[config.mk]
export PLATFORM = sky130hd
export DESIGN_NAME = instruction_fetch_unit
export DESIGN_NICKNAME = d
export VERILOG_FILES = /design/src/rtl/sdlx_pkg.sv /design/src/rtl/if_id_reg.sv /design/src/rtl/instruction_fetch_unit.sv
export SDC_FILE = /design/constraint.sdc
export NUM_CORES = 1
export LEC_CHECK = 0
export ABC_AREA = 0
export BUFFER_PORTS_ARGS = -buffer_cell sky130_fd_sc_hd__buf_2
export CAP_MARGIN = 20
export CORE_AREA = 2 2 154 156
export CTS_BUF_LIST = sky130_fd_sc_hd__clkbuf_2
export DETAILED_ROUTE_END_ITERATION = 10
export DIE_AREA = 0 0 156 158
export PLACE_DENSITY = 0.48
export SKIP_CTS_REPAIR_TIMING = 1
export SLEW_MARGIN = 15
export SYNTH_ARGS = -nofsm -noshare
export SYNTH_HDL_FRONTEND = slang
export SYNTH_HIERARCHICAL = 1
export SYNTH_SLANG_ARGS = --single-unit
[constraint.sdc]
create_clock -name clk -period 3.3 [get_ports clk]
set_input_delay 0.165 -clock clk [delete_from_list [all_inputs] [get_ports clk]]
set_output_delay 0.165 -clock clk [all_outputs]
set_load 0.01 [all_outputs]
[src/rtl/sdlx_pkg.sv]
// Shared SDLX core types and constants for the fetch stage and instruction memory.
package sdlx_pkg;

  localparam int unsigned AW_DEFAULT = 32;
  localparam int unsigned DW_DEFAULT = 32;

  localparam logic [31:0] SDLX_NOP = 32'h0000_0000;

  typedef enum logic [1:0] {
    BOOT  = 2'd0,
    RUN   = 2'd1,
    FAULT = 2'd2
  } fetch_state_e;

endpackage

[src/rtl/if_id_reg.sv]
// IF/ID pipeline register: synchronous reset, flush (kill valid), load (capture fetch), else hold.
module if_id_reg
  import sdlx_pkg::*;
#(
  parameter int unsigned AW = AW_DEFAULT,
  parameter int unsigned DW = DW_DEFAULT
) (
  input  logic          clk,
  input  logic          reset,
  input  logic          load,
  input  logic          flush,
  input  logic [DW-1:0] instr_d,
  input  logic [AW-1:0] pc_d,
  output logic          valid,
  output logic [DW-1:0] instr,
  output logic [AW-1:0] pc,
  output logic [AW-1:0] pc_next
);

  // Flush only drops valid; payload keeps its last captured value so no X ever enters.
  always_ff @(posedge clk) begin
    if (reset) begin
      valid   <= 1'b0;
      instr   <= DW'(SDLX_NOP);
      pc      <= '0;
      pc_next <= '0;
    end else if (flush) begin
      valid   <= 1'b0;
    end else if (load) begin
      valid   <= 1'b1;
      instr   <= instr_d;
      pc      <= pc_d;
      pc_next <= pc_d + AW'(1);
    end
  end

endmodule

[src/rtl/instruction_fetch_unit.sv]
// SDLX fetch stage: PC register, boot/run/fault control, redirect/stall handling, IF/ID capture.
module instruction_fetch_unit
  import sdlx_pkg::*;
#(
  parameter int unsigned   AW         = AW_DEFAULT,
  parameter int unsigned   DW         = DW_DEFAULT,
  parameter int unsigned   IMEM_DEPTH = 32,
  parameter logic [AW-1:0] RESET_PC   = '0
) (
  input  logic          clk,
  input  logic          reset,
  output logic [AW-1:0] imem_addr,
  input  logic [DW-1:0] imem_rdata,
  input  logic          stall,
  input  logic          redirect_valid,
  input  logic [AW-1:0] redirect_pc,
  output logic          id_valid,
  output logic [DW-1:0] id_instr,
  output logic [AW-1:0] id_pc,
  output logic [AW-1:0] id_pc_next,
  output logic          fetch_fault
);

  localparam logic [AW-1:0] DEPTH_A = AW'(IMEM_DEPTH);

  fetch_state_e  state_q;
  logic [AW-1:0] pc_q;
  logic          fault_q;

  logic          pc_in_range_c;
  logic          redir_in_range_c;
  logic          load_c;
  logic          flush_c;

  assign pc_in_range_c    = (pc_q < DEPTH_A);
  assign redir_in_range_c = (redirect_pc < DEPTH_A);
  assign imem_addr        = pc_q;
  assign fetch_fault      = fault_q;

  // PC and fetch state; redirect beats stall, and the wrapped PC is range-checked like any other.
  always_ff @(posedge clk) begin
    if (reset) begin
      state_q <= BOOT;
      pc_q    <= RESET_PC;
      fault_q <= 1'b0;
    end else begin
      case (state_q)
        BOOT: begin
          state_q <= RUN;
          if (redirect_valid) pc_q <= redirect_pc;
        end
        RUN: begin
          if (redirect_valid) begin
            pc_q <= redirect_pc;
          end else if (!stall) begin
            if (pc_in_range_c) begin
              pc_q <= pc_q + AW'(1);
            end else begin
              state_q <= FAULT;
              fault_q <= 1'b1;
            end
          end
        end
        FAULT: begin
          if (redirect_valid) begin
            pc_q <= redirect_pc;
            if (redir_in_range_c) begin
              state_q <= RUN;
              fault_q <= 1'b0;
            end
          end
        end
        default: begin
          state_q <= BOOT;
          fault_q <= 1'b0;
        end
      endcase
    end
  end

  // IF/ID control: capture only on an in-range, unstalled, unredirected RUN cycle.
  always_comb begin
    load_c  = 1'b0;
    flush_c = 1'b0;
    case (state_q)
      RUN: begin
        if (redirect_valid) begin
          flush_c = 1'b1;
        end else if (!stall) begin
          if (pc_in_range_c) load_c  = 1'b1;
          else               flush_c = 1'b1;
        end
      end
      default: flush_c = 1'b1;
    endcase
  end

  if_id_reg #(
    .AW (AW),
    .DW (DW)
  ) u_if_id_reg (
    .clk     (clk),
    .reset   (reset),
    .load    (load_c),
    .flush   (flush_c),
    .instr_d (imem_rdata),
    .pc_d    (pc_q),
    .valid   (id_valid),
    .instr   (id_instr),
    .pc      (id_pc),
    .pc_next (id_pc_next)
  );

endmodule

# == Word level (Yosys, flattened, before mapping) ==
# Index checks and enable logic that the tools add are counted.
# op_classes
bitwise,2
shifts,0
div_mod_pow,0
addsub,1
eq_ne,10
n_lt_le_gt_ge,2
multipliers,0
mux,25
n_reduce_logical,8
# ops
op,count
32-bit two-way mux,4
"32-bit by 6-bit less-than comparator with 1-bit output, second input constant",2
32-bit case mux with 2 select lines,1
"32-bit by 1-bit adder with 32-bit output, second input constant",1
1-bit two-way mux,13
2-bit two-way mux,5
"2-bit != test, second input constant",5
"3-bit != test, second input constant",2
2-bit case mux with 3 select lines,1
6-bit AND reduction,1
5-bit AND reduction,1
4-bit AND reduction,1
2-bit OR reduction,2
1-bit case mux with 3 select lines,1
"2-bit by 1-bit equality test with 1-bit output, second input constant",1
"2-bit equality test, second input constant",1
2-bit logical NOT,1
"2-bit by 1-bit != test with 1-bit output, second input constant",1
1-bit inverter,2
2-bit AND reduction,1
2-bit nonzero test,1
# totals
inputBits,68
romBits,0
ff_bits,132
wordCells,55
memories,0
latch_bits,0
ram_bits,0

# == Depth between registers and ports, before layout ==
# Gate-level depths: netlist (run 1).
# depth
ltp_word,7
ltp_mapped,11

# == Modules after synthesis ==
# The synthesis (run 1) kept the hierarchy.
# by_module_without_submodules
mod,cells_per_inst,instances,area_per_inst_um2
if_id_reg,490,1,3898.7
instruction_fetch_unit,229,1,1796.7

# == Worst setup path after synthesis (run 1) ==
# No wires, ideal clock.
# synth_path
path_type,register -> register
from,"reg pc_q[8], in the netlist imem_addr[8]"
to,reg u_if_id_reg.pc_next[21]
stages_incl_launch_ff,10
path_buffers,3
slack_ns,0.890
arrival_ns,2.271
synth_period_minus_slack_ns,2.410
required_ns,3.161
cell_sequence,dfxtp_1 > nor4_1 > nand4_1 > nor2_1 > and3_1 > nor2b_1 > clkbuf_1 > clkbuf_1 > buf_1 > a211oi_1
# synth_between
word_cells_on_any_way,12
classes_between,1 x add/sub; 1 x order compare; 8 x mux; 1 x bitwise; 1 x reduce/logical
# synth_lines
item,line_no,rtl
"start, declared",instruction_fetch_unit.sv:27,logic [AW-1:0] pc_q;
"start signal, assigned",instruction_fetch_unit.sv:50,if (redirect_valid) pc_q <= redirect_pc;
"start signal, assigned",instruction_fetch_unit.sv:54,pc_q <= redirect_pc;
"start signal, assigned",instruction_fetch_unit.sv:57,pc_q <= pc_q + AW'(1);
32-bit by 6-bit less-than comparator with 1-bit output,instruction_fetch_unit.sv:35,assign pc_in_range_c = (pc_q < DEPTH_A);
1-bit two-way mux,instruction_fetch_unit.sv:90,if (pc_in_range_c) load_c = 1'b1;
1-bit two-way mux,instruction_fetch_unit.sv:89,end else if (!stall) begin
1-bit two-way mux,instruction_fetch_unit.sv:87,if (redirect_valid) begin
1-bit two-way mux,instruction_fetch_unit.sv:85,case (state_q)
via load_c,instruction_fetch_unit.sv:32,logic load_c;
2-bit AND reduction (no line),--,
"end signal, assigned",if_id_reg.sv:33,pc_next <= pc_d + AW'(1);
"end, declared",if_id_reg.sv:17,output logic [AW-1:0] pc_next
# The timed path passes the listed nets, and every way through them passes these cells.
# A chain may end at the register's enable or synchronous reset.

# == Worst setup path in the final report (run 1) ==
# layout_path
from,"reg pc_q[5], in the netlist imem_addr[5]"
to,reg u_if_id_reg.instr[30]
# layout_between
word_cells_on_any_way,11
classes_between,1 x order compare; 8 x mux; 1 x bitwise; 1 x reduce/logical
# layout_lines
item,line_no,rtl
32-bit by 6-bit less-than comparator with 1-bit output,instruction_fetch_unit.sv:35,
1-bit two-way mux,instruction_fetch_unit.sv:90,
1-bit two-way mux,instruction_fetch_unit.sv:89,
1-bit two-way mux,instruction_fetch_unit.sv:87,
1-bit two-way mux,instruction_fetch_unit.sv:85,
via load_c,instruction_fetch_unit.sv:32,
2-bit AND reduction (no line),--,
"end signal, assigned",if_id_reg.sv:24,instr <= DW'(SDLX_NOP);
"end signal, assigned",if_id_reg.sv:31,instr <= instr_d;
"end, declared",if_id_reg.sv:15,"output logic [DW-1:0] instr,"
# The timed path passes the listed nets, and every way through them passes these cells.

==> results of run 1 <==
## power groups by stage
stage	sequential (mW)	combinational [mW]	clock, mW
after global placement	1.73	0.295	0
after CTS	1.70	0.295	1.19
after detailed placement	1.73	0.294	0
final	1.70	0.367	1.13
after floorplan	1.73	0.132	0
after global routing	1.71	0.401	1.25
## flip-flops by register name, indices dropped and copies added (netlist names)
| signal | flops |
|---|---|
| imem_addr | 32 |
| u_if_id_reg/instr | 32 |
| u_if_id_reg/pc | 32 |
| u_if_id_reg/pc_next | 32 |
| state_q | 2 |
| fetch_fault | 1 |
| u_if_id_reg/valid | 1 |
## through the flow
step	area [um^2]	std cells	hold WS, ns
6_report	8150	1293	0.225
5_1_grt	8150	1293	0.110
4_1_cts	7340	1212	-0.448
3_5_place_dp	7060	1180	0.412
3_3_place_gp	7060	1180	0.407
2_1_floorplan	5700	719	0.301
## area by class of cell
| type | count | share of cell area, % |
|---|---|---|
| Clock inverter | 15 | 2.30 |
| Clock buffer | 17 | 1.04 |
| Inverter | 6 | 0.276 |
| Multi-Input combinational cell | 534 | 35.2 |
| Tap cell | 290 | 4.45 |
| Sequential cell | 132 | 32.4 |
| Timing Repair Buffer | 299 | 24.3 |
## metal layers
layer | up-vias | track usage, % | wire (um) | share of wire, %
met5 | - | 0 | 0 | 0
met4 | 0 | 3.76 | 139 | 0.64
met3 | 8 | 5.12 | 1320 | 6.1
met2 | 211 | 26.8 | 10000 | 46
met1 | 2845 | 22.0 | 10100 | 47
li1 | 3078 | - | - | -
## logic make-up (layout without fill, tap and decap cells)
kind of cell	Yosys count	count (layout)	share of synthesized area, %
compound gates	157	157	17.1
xor+xnor	27	27	4.15
fa+ha+maj	2	2	0.439
buf+inv	53	337	3.62
flops	132	132	46.4
mux	4	4	0.725
simple gates	344	344	27.5
## worst max-delay path, delay by kind of cell (launching register included)
kind            cells  cell delay (ns)
compound gates      1             0.13
flops               1             0.45
buf+inv             2             0.85
simple gates        6             1.65
## worst max path at each step
stage / to / slack (ns) / depth (start not counted)
finish: u_if_id_reg/instr[30] / 0.19 / 9
global route: u_if_id_reg/instr[30] / -0.03 / 9
CTS: u_if_id_reg/pc_next[15] / 0.61 / 8
detailed placement: u_if_id_reg/pc_next[15] / 0.67 / 8
global placement: u_if_id_reg/pc_next[0] / 0.70 / 9
floorplan: u_if_id_reg/pc_next[21] / 0.89 / 9
## cell usage in the layout (no fill, tap or decap), types with 6 or more instances in the layout
master and n:
buf_2 196, nand2_1 169, dfxtp_1 132, a21oi_1 83
dlygate4sd3_1 81, nor2_1 62, a211oi_1 34, nand3_1 30
buf_4 20, nand4_1 17, clkbuf_2 17, nor4_1 16
xor2_1 16, xnor2_1 11, nor3_1 10, o21ai_0 9
and3_1 8, nand3b_1 7, inv_1 6, o22ai_1 6
==> out/summary.txt, run 1 <==
Worst Skew = 0.0275 ns
Slew Limit Headroom = 41.5%
Max Transition Viols Final = 0
FF+latch area = 2640 um^2
footprint of the multi-input gates = 2870 um^2
final setup vio count = 0
Distinct cells, synth = 50
final wirelength = 21600 um
Psw = 0.905 mW
fill cell count = 2470
Die H = 158 um
largest net degree at the start of global routing = 63
syn avg cell area = 7.92 um^2
htree depth = 4
wire length per cell = 16.7 um
outcome = complete, no violations
Synth Register Bits = 132
Detailed Routing Iterations Pass 1 = 5
Synth Warn # = 6
Pwr Density = 393 nW/um^2
Final Hold Vio Count = 0
Min-Delay Startpoint = imem_rdata[4]
Sink Count = 132
first-pass GRT wire length = 31600 um
sequential area share after synthesis = 46.4%
period utilization = 94.3%
drt via density = 4.75
critical path class = flip-flop to flip-flop
Worst EP required = 3.95 ns
TritonCTS clock tree = done
critical path launch point type = flip-flop
I/O pins = 198
Power Total = 3.20 mW
Die Wd = 156 um
CTS root buffer = clkbuf_2
setup TNS = 0 ns
ant diodes = 0
fmax = 321 MHz
Clk network pwr share = 35.3%
Max Buffers Root-to-Sink = 2
share of power burned in registers = 53.2%
Vias = 6142
worst hold path stage count = 4
hold path endpoint = u_if_id_reg/instr[4]
final worst slack = 0.189 ns
Peak VDD IR = 191 uV
share of cells above drive strength 1 = 25.7%
Crit path largest cell delay = 0.58 ns
port bufs = 197
Synth top cells by count = nand2_1 (169), dfxtp_1 (132), a21oi_1 (83)
die area = 24600 um^2
Total GRT Usage = 16.6%
Crit Reg-Reg Endpoint = u_if_id_reg/instr[30]
Slew @ Worst Pin = 0.870 ns
Final Util = 35.3%
Synth Flop Type = dfxtp_1
Crit Path Max Fanout = 14
total global routing overflow = 0
Worst Setup End Kind = flip-flop
ys async rst share = 0%
dominant cells by area after synthesis = dfxtp_1 (46%), nand2_1 (11%), a21oi_1 (7.3%)
worst skew pair latency = 0.69 ns
internal power = 2.29 mW
beginning of the critical path = imem_addr[5]
dpl ws = 0.669 ns
Reg2Reg Setup Slack = 0.19 ns
sw frac = 28.3%
Core ar. = 23100 um^2
max cap viols = 0
CP max stage cell = dlygate4sd3_1
Cells after Synth = 719
hpwl dp = 14800 um
# rows = 56
Tightest Hold Check Type = input pin to flip-flop
Initial DRC Count = 441
crit path DAT = 3.76 ns
vias in the first global route = 5369
placer congestion estimate = 0.815
combinational share of power = 11.5%
area added between synthesis and finish = 43.1%
initial cell density of the core = 24.7%
Num CTS Buffers = 17
most frequent cell after synthesis = nand2_1
Lkg Pwr = 3.29 nW
CP Cell Sequence = nor4_1, nand4_1, nor2_1, and3_1, nor2b_4, buf_4, nand2_1, a21oi_1, dlygate4sd3_1
number of enable flip-flop cells after synthesis = 0
Worst R2R Start = imem_addr[5]
top cell type by total area after synthesis = dfxtp_1
DRT antenna net count = 0
crit path time final = 3.11 ns
Synth Cell Area = 5700 um^2
syn_nets = 789
initial antenna violation count = 0
clock slew at reported path FFs = 0.21 ns
top-area cell type share of the netlist area = 46.4%
# nets final = 1060
Remaining DRCs = 0
Worst Reg-to-Reg Cells = 9
Note: power is estimated with default switching activity, not from simulation.
==> inputs of run 2 (changes only) <==
--- a/config.mk
+++ b/config.mk
@@ -5,14 +5,14 @@
 export SDC_FILE = /design/constraint.sdc
 export NUM_CORES = 1
 export LEC_CHECK = 0
-export ABC_AREA = 0
+export ABC_AREA = 1
 export BUFFER_PORTS_ARGS = -buffer_cell sky130_fd_sc_hd__buf_2
 export CAP_MARGIN = 20
-export CORE_AREA = 2 2 154 156
+export CORE_AREA = 2 2 168 170
 export CTS_BUF_LIST = sky130_fd_sc_hd__clkbuf_2
 export DETAILED_ROUTE_END_ITERATION = 10
-export DIE_AREA = 0 0 156 158
-export PLACE_DENSITY = 0.48
+export DIE_AREA = 0 0 170 172
+export PLACE_DENSITY = 0.47
 export SKIP_CTS_REPAIR_TIMING = 1
 export SLEW_MARGIN = 15
 export SYNTH_ARGS = -nofsm -noshare
==> out/summary.txt, run 2 <==
Max Buffers Root-to-Sink = 2
period utilization = 82.0%
Synth Cell Area = 6740 um^2
fmax = 369 MHz
Slew Limit Headroom = 54.1%
M1 WL = 11900 um
Power Total = 3.30 mW
Tightest Hold Check Type = input pin to flip-flop
Crit Path Max Fanout = 35
setup TNS = 0 ns
# nets final = 1367
Total GRT Usage = 17.8%
Sink Count = 132
vias in the first global route = 7000
placer congestion estimate = 0.848
ys async rst share = 0%
area added between synthesis and finish = 34.5%
sequential area share after synthesis = 39.2%
Max Transition Viols Final = 0
syn_nets = 1108
I/O pins = 198
Worst Skew = 0.0502 ns
TritonCTS clock tree = done
largest net degree at the start of global routing = 92
Detailed Routing Iterations Pass 1 = 5
Initial DRC Count = 473
RSZ-0062 raised after global routing = no
Cells after Synth = 1038
Worst R2R Start = imem_addr[8]
share of power burned in registers = 51.7%
share of cells above drive strength 1 = 22.1%
DRT antenna net count = 0
drt via density = 4.59
critical path class = flip-flop to flip-flop
Placed Instance Area = 8090 um^2
initial cell density of the core = 24.5%
Layout Cells excl Fill = 1658
Clk network pwr share = 34.6%
Final Hold Vio Count = 0
crit path time final = 2.71 ns
die area = 29200 um^2
Remaining DRCs = 0
Min-Delay Startpoint = reset
number of enable flip-flop cells after synthesis = 0
top cell type by total area after synthesis = dfxtp_1
footprint of the multi-input gates = 3620 um^2
wire length per cell = 16.1 um
Worst Setup End Kind = flip-flop
syn avg cell area = 6.50 um^2
CTS root buffer = clkbuf_2
fill cell count = 3060
Synth Flop Type = dfxtp_1
clock slew at reported path FFs = 0.24 ns
Synth top cells by count = nand2_1 (249), nor2_1 (239), dfxtp_1 (132)
Peak VDD IR = 178 uV
Vias = 7613
internal power = 2.31 mW
commonest non-fill, non-tap cell in the layout = nand2_1
Synth Register Bits = 132
Lkg Pwr = 4.25 nW
first-pass GRT wire length = 40200 um
met3 routed WL = 1540 um
Synth Warn # = 6
Num CTS Buffers = 17
Slew @ Worst Pin = 0.687 ns
# rows = 61
Distinct cells, synth = 36
fin area = 9070 um^2
highest routed layer = met4
hpwl dp = 19000 um
htree depth = 4
final setup vio count = 0
FF+latch area = 2640 um^2
top-area cell type share of the netlist area = 39.2%
most frequent cell after synthesis = nand2_1
Die Wd = 170 um
initial antenna violation count = 1
Die H = 172 um
combinational share of power = 13.7%
final wirelength = 26700 um
Placed Cells = 1554
commonest non-fill, non-tap cells in the layout = nand2_1 (249), nor2_1 (238), buf_2 (197)
total global routing overflow = 0
sw frac = 30.1%
Met2 Routed Length = 12800 um
Pwr Density = 364 nW/um^2
port bufs = 197
max cap viols = 0
dominant cells by area after synthesis = dfxtp_1 (39%), nand2_1 (14%), nor2_1 (13%)
beginning of the critical path = imem_addr[8]
Core ar. = 27500 um^2
Worst Hold Slack = 0.119 ns
Worst EP required = 3.92 ns
Psw = 0.993 mW
worst skew pair latency = 0.71 ns
crit path DAT = 3.32 ns
critical path launch point type = flip-flop
outcome = complete, no violations
## run 2: cell count changes in the layout (fill, tap and decap cells not counted), moves of 16 or more
cell	delta
nand2_1	+80
nand3_1	+50
inv_1	+56
nor4_1	-16
a21oi_1	-30
nor2_1	+176
o21ai_0	+66
a211oi_1	-24
## run 2: cell families after synthesis
logic type	after synthesis	share of synthesized area, %
AOI/OAI and AO/OA	151	11.9
xor gates and xnor gates	6	0.779
adders and majority gates	2	0.371
buffers and inverters	114	7.27
DFF	132	39.2
and+or+nand+nor	633	40.5
## run 2: cell type report
class,count,area share [%]
Clock buffer,17,0.938
Antenna cell,2,0.0552
Sequential cell,132,29.1
Inverter,68,2.83
Clock inverter,15,2.07
Multi-Input combinational cell,792,39.9
Timing Repair Buffer,286,20.3
Tap cell,346,4.77
## run 2: power groups by stage
| stage | Combinational (mW) | Clock, mW | Sequential, mW |
|---|---|---|---|
| 2_1_floorplan | 0.185 | 0 | 1.74 |
| 3_3_place_gp | 0.390 | 0 | 1.74 |
| 3_5_place_dp | 0.390 | 0 | 1.74 |
| 4_1_cts | 0.391 | 1.19 | 1.71 |
| 5_1_grt | 0.499 | 1.25 | 1.72 |
| 6_report | 0.454 | 1.14 | 1.71 |
## run 2: critical path: stages, from the launching register on
cell and delay (ns):
dfxtp_1 0.56, inv_2 0.13, nand3_1 0.12, nor2_4 0.16
nand4_4 0.23, nor2_1 0.20, inv_1 0.09, nor2_4 0.13
clkinv_2 0.24, buf_4 0.34, nor2_1 0.13, nand3_1 0.08
nand2_1 0.07, nor2_1 0.04, nor2_1 0.08
## run 2: routing by layer
layer  vias to the layer above  track usage [%]
met3                        32             4.67
li1                       3863                -
met1                      3488             22.7
met4                         0             4.72
met2                       230             29.8
met5                         -                0
## run 2: path summary, 6_finish.rpt
kind | endpoint | slack (ns) | depth (start not counted)
setup / recovery | u_if_id_reg/pc_next[26] | 0.59 | 14
hold / removal | u_if_id_reg/pc_next[19] | 0.12 | 3
setup reg to reg | u_if_id_reg/pc_next[26] | 0.59 | 14
hold reg to reg | u_if_id_reg/pc[18] | 0.47 | 2
## run 2: stage by stage
stage | worst slack (ns) | util (%)
after floorplan | 1.23 | -
after detailed placement | 0.696 | 29.4
after global routing | 0.256 | 33.0
final | 0.594 | 33.0
after CTS | 0.591 | 30.4
after global placement | 0.731 | 29.4
==> inputs of run 3 (changes only) <==
--- a/config.mk
+++ b/config.mk
@@ -12,7 +12,7 @@
 export CTS_BUF_LIST = sky130_fd_sc_hd__clkbuf_2
 export DETAILED_ROUTE_END_ITERATION = 10
 export DIE_AREA = 0 0 170 172
-export PLACE_DENSITY = 0.47
+export PLACE_DENSITY = 0.49
 export SKIP_CTS_REPAIR_TIMING = 1
 export SLEW_MARGIN = 15
 export SYNTH_ARGS = -nofsm -noshare
==> constraint.sdc (replaced) <==
create_clock -name clk -period 2.35 [get_ports clk]
set_input_delay 0.1175 -clock clk [delete_from_list [all_inputs] [get_ports clk]]
set_output_delay 0.1175 -clock clk [all_outputs]
set_load 0.01 [all_outputs]
==> out/summary.txt, run 3 (same netlist as run 2, synthesis figures left out) <==
vias in the first global route = 6876
crit path DAT = 2.92 ns
critical path launch point type = flip-flop
I/O pins = 198
CTS root buffer = clkbuf_2
initial antenna violation count = 1
Max Transition Viols Final = 0
area added between synthesis and finish = 37.8%
Vias = 7771
worst skew pair latency = 0.73 ns
port bufs = 197
Detailed Routing Iterations Pass 1 = 6
final wirelength = 26700 um
final setup vio count = 0
wire length per cell = 15.9 um
DRT antenna net count = 0
share of cells above drive strength 1 = 23.9%
Core ar. = 27500 um^2
Sink Count = 132
Worst Skew = 0.0361 ns
Pwr Density = 497 nW/um^2
clock slew at reported path FFs = 0.25 ns
Num CTS Buffers = 17
CP max stage cell = dlygate4sd3_1
Final Hold Vio Count = 0
commonest non-fill, non-tap cells in the layout = nand2_1 (249), nor2_1 (236), buf_2 (197)
Final Util = 33.8%
htree depth = 4
Slew Limit Headroom = 53.1%
TritonCTS clock tree = done
Die Wd = 170 um
initial cell density of the core = 24.5%
critical path class = flip-flop to flip-flop
Worst Setup End Kind = flip-flop
drt via density = 4.62
CP Cell Sequence = nor2_1, nand3_2, nor2_4, nand4_4, buf_4, nand2_4, nand2_1, a21oi_1, dlygate4sd3_1
commonest non-fill, non-tap cell in the layout = nand2_1
Initial DRC Count = 485
Worst EP required = 3.04 ns
Tightest Hold Check Type = input pin to flip-flop
Remaining DRCs = 0
placer congestion estimate = 0.834
final worst slack = 0.115 ns
Peak VDD IR = 221 uV
period utilization = 95.1%
crit path time final = 2.23 ns
outcome = complete, no violations
Total GRT Usage = 17.0%
fmax = 448 MHz
Lkg Pwr = 4.39 nW
dpl ws = 0.237 ns
max cap viols = 0
Die H = 172 um
# rows = 61
total global routing overflow = 0
Max Buffers Root-to-Sink = 2
# nets final = 1391
Slew @ Worst Pin = 0.703 ns
largest net degree at the start of global routing = 92
die area = 29200 um^2
Worst path top cell family by delay = simple AND/OR/NAND/NOR gates
fill cell count = 2981
first-pass GRT wire length = 38600 um
setup TNS = 0 ns
WP buf/inv = 2
Crit path largest cell delay = 0.55 ns
hpwl dp = 18400 um
Crit Path Max Fanout = 32
[run 3: final timing paths]
path | from | end | slack (ns) | cells after the start
min | imem_rdata[18] | u_if_id_reg/instr[18] | 0.12 | 4
min reg2reg | u_if_id_reg/pc[8] | u_if_id_reg/pc[8] | 0.48 | 2
max | imem_addr[18] | imem_addr[0] | 0.12 | 9
max reg2reg | imem_addr[18] | imem_addr[0] | 0.12 | 9
[run 3: worst register-to-register path: stages, from the launching register on]
cell	delay (ns)
dfxtp_1	0.36
nor2_1	0.14
nand3_2	0.11
nor2_4	0.19
nand4_4	0.10
buf_4	0.21
nand2_4	0.31
nand2_1	0.12
a21oi_1	0.13
dlygate4sd3_1	0.55
[run 3: layer usage]
layer | track usage, % | vias up | wire length, um
li1 | - | 3904 | -
met1 | 20.9 | 3550 | 11600
met2 | 28.6 | 267 | 12700
met3 | 5.24 | 50 | 1730
met4 | 5.39 | 0 | 716
met5 | 0 | - | 0
[run 3: power breakdown]
group	internal (mW)	switching, mW
clock network	0.601	0.948
logic	0.297	0.444
registers	2.29	0.0342
total	3.19	1.43
[run 3: area by class of cell]
type,instances,area (um^2),share of cell area [%]
Multi-Input combinational cell,792,3620,39.0
Sequential cell,132,2640,28.4
Timing Repair Buffer,310,2070,22.3
Tap cell,346,433,4.66
Inverter,68,256,2.76
Clock inverter,15,181,1.95
Clock buffer,17,85.1,0.915
Antenna cell,1,2.50,0.0269
[run 3: metrics by stage]
step           cells  total power, mW  area [um^2]  hold slack, ns
3_5_place_dp    1575             3.02         8260           0.345
6_report        1681             4.61         9290           0.119
4_1_cts         1607             4.59         8530          -0.486
5_1_grt         1681             4.86         9290          0.0210
3_3_place_gp    1575             3.02         8260           0.338
2_1_floorplan   1038             2.70         6740           0.187
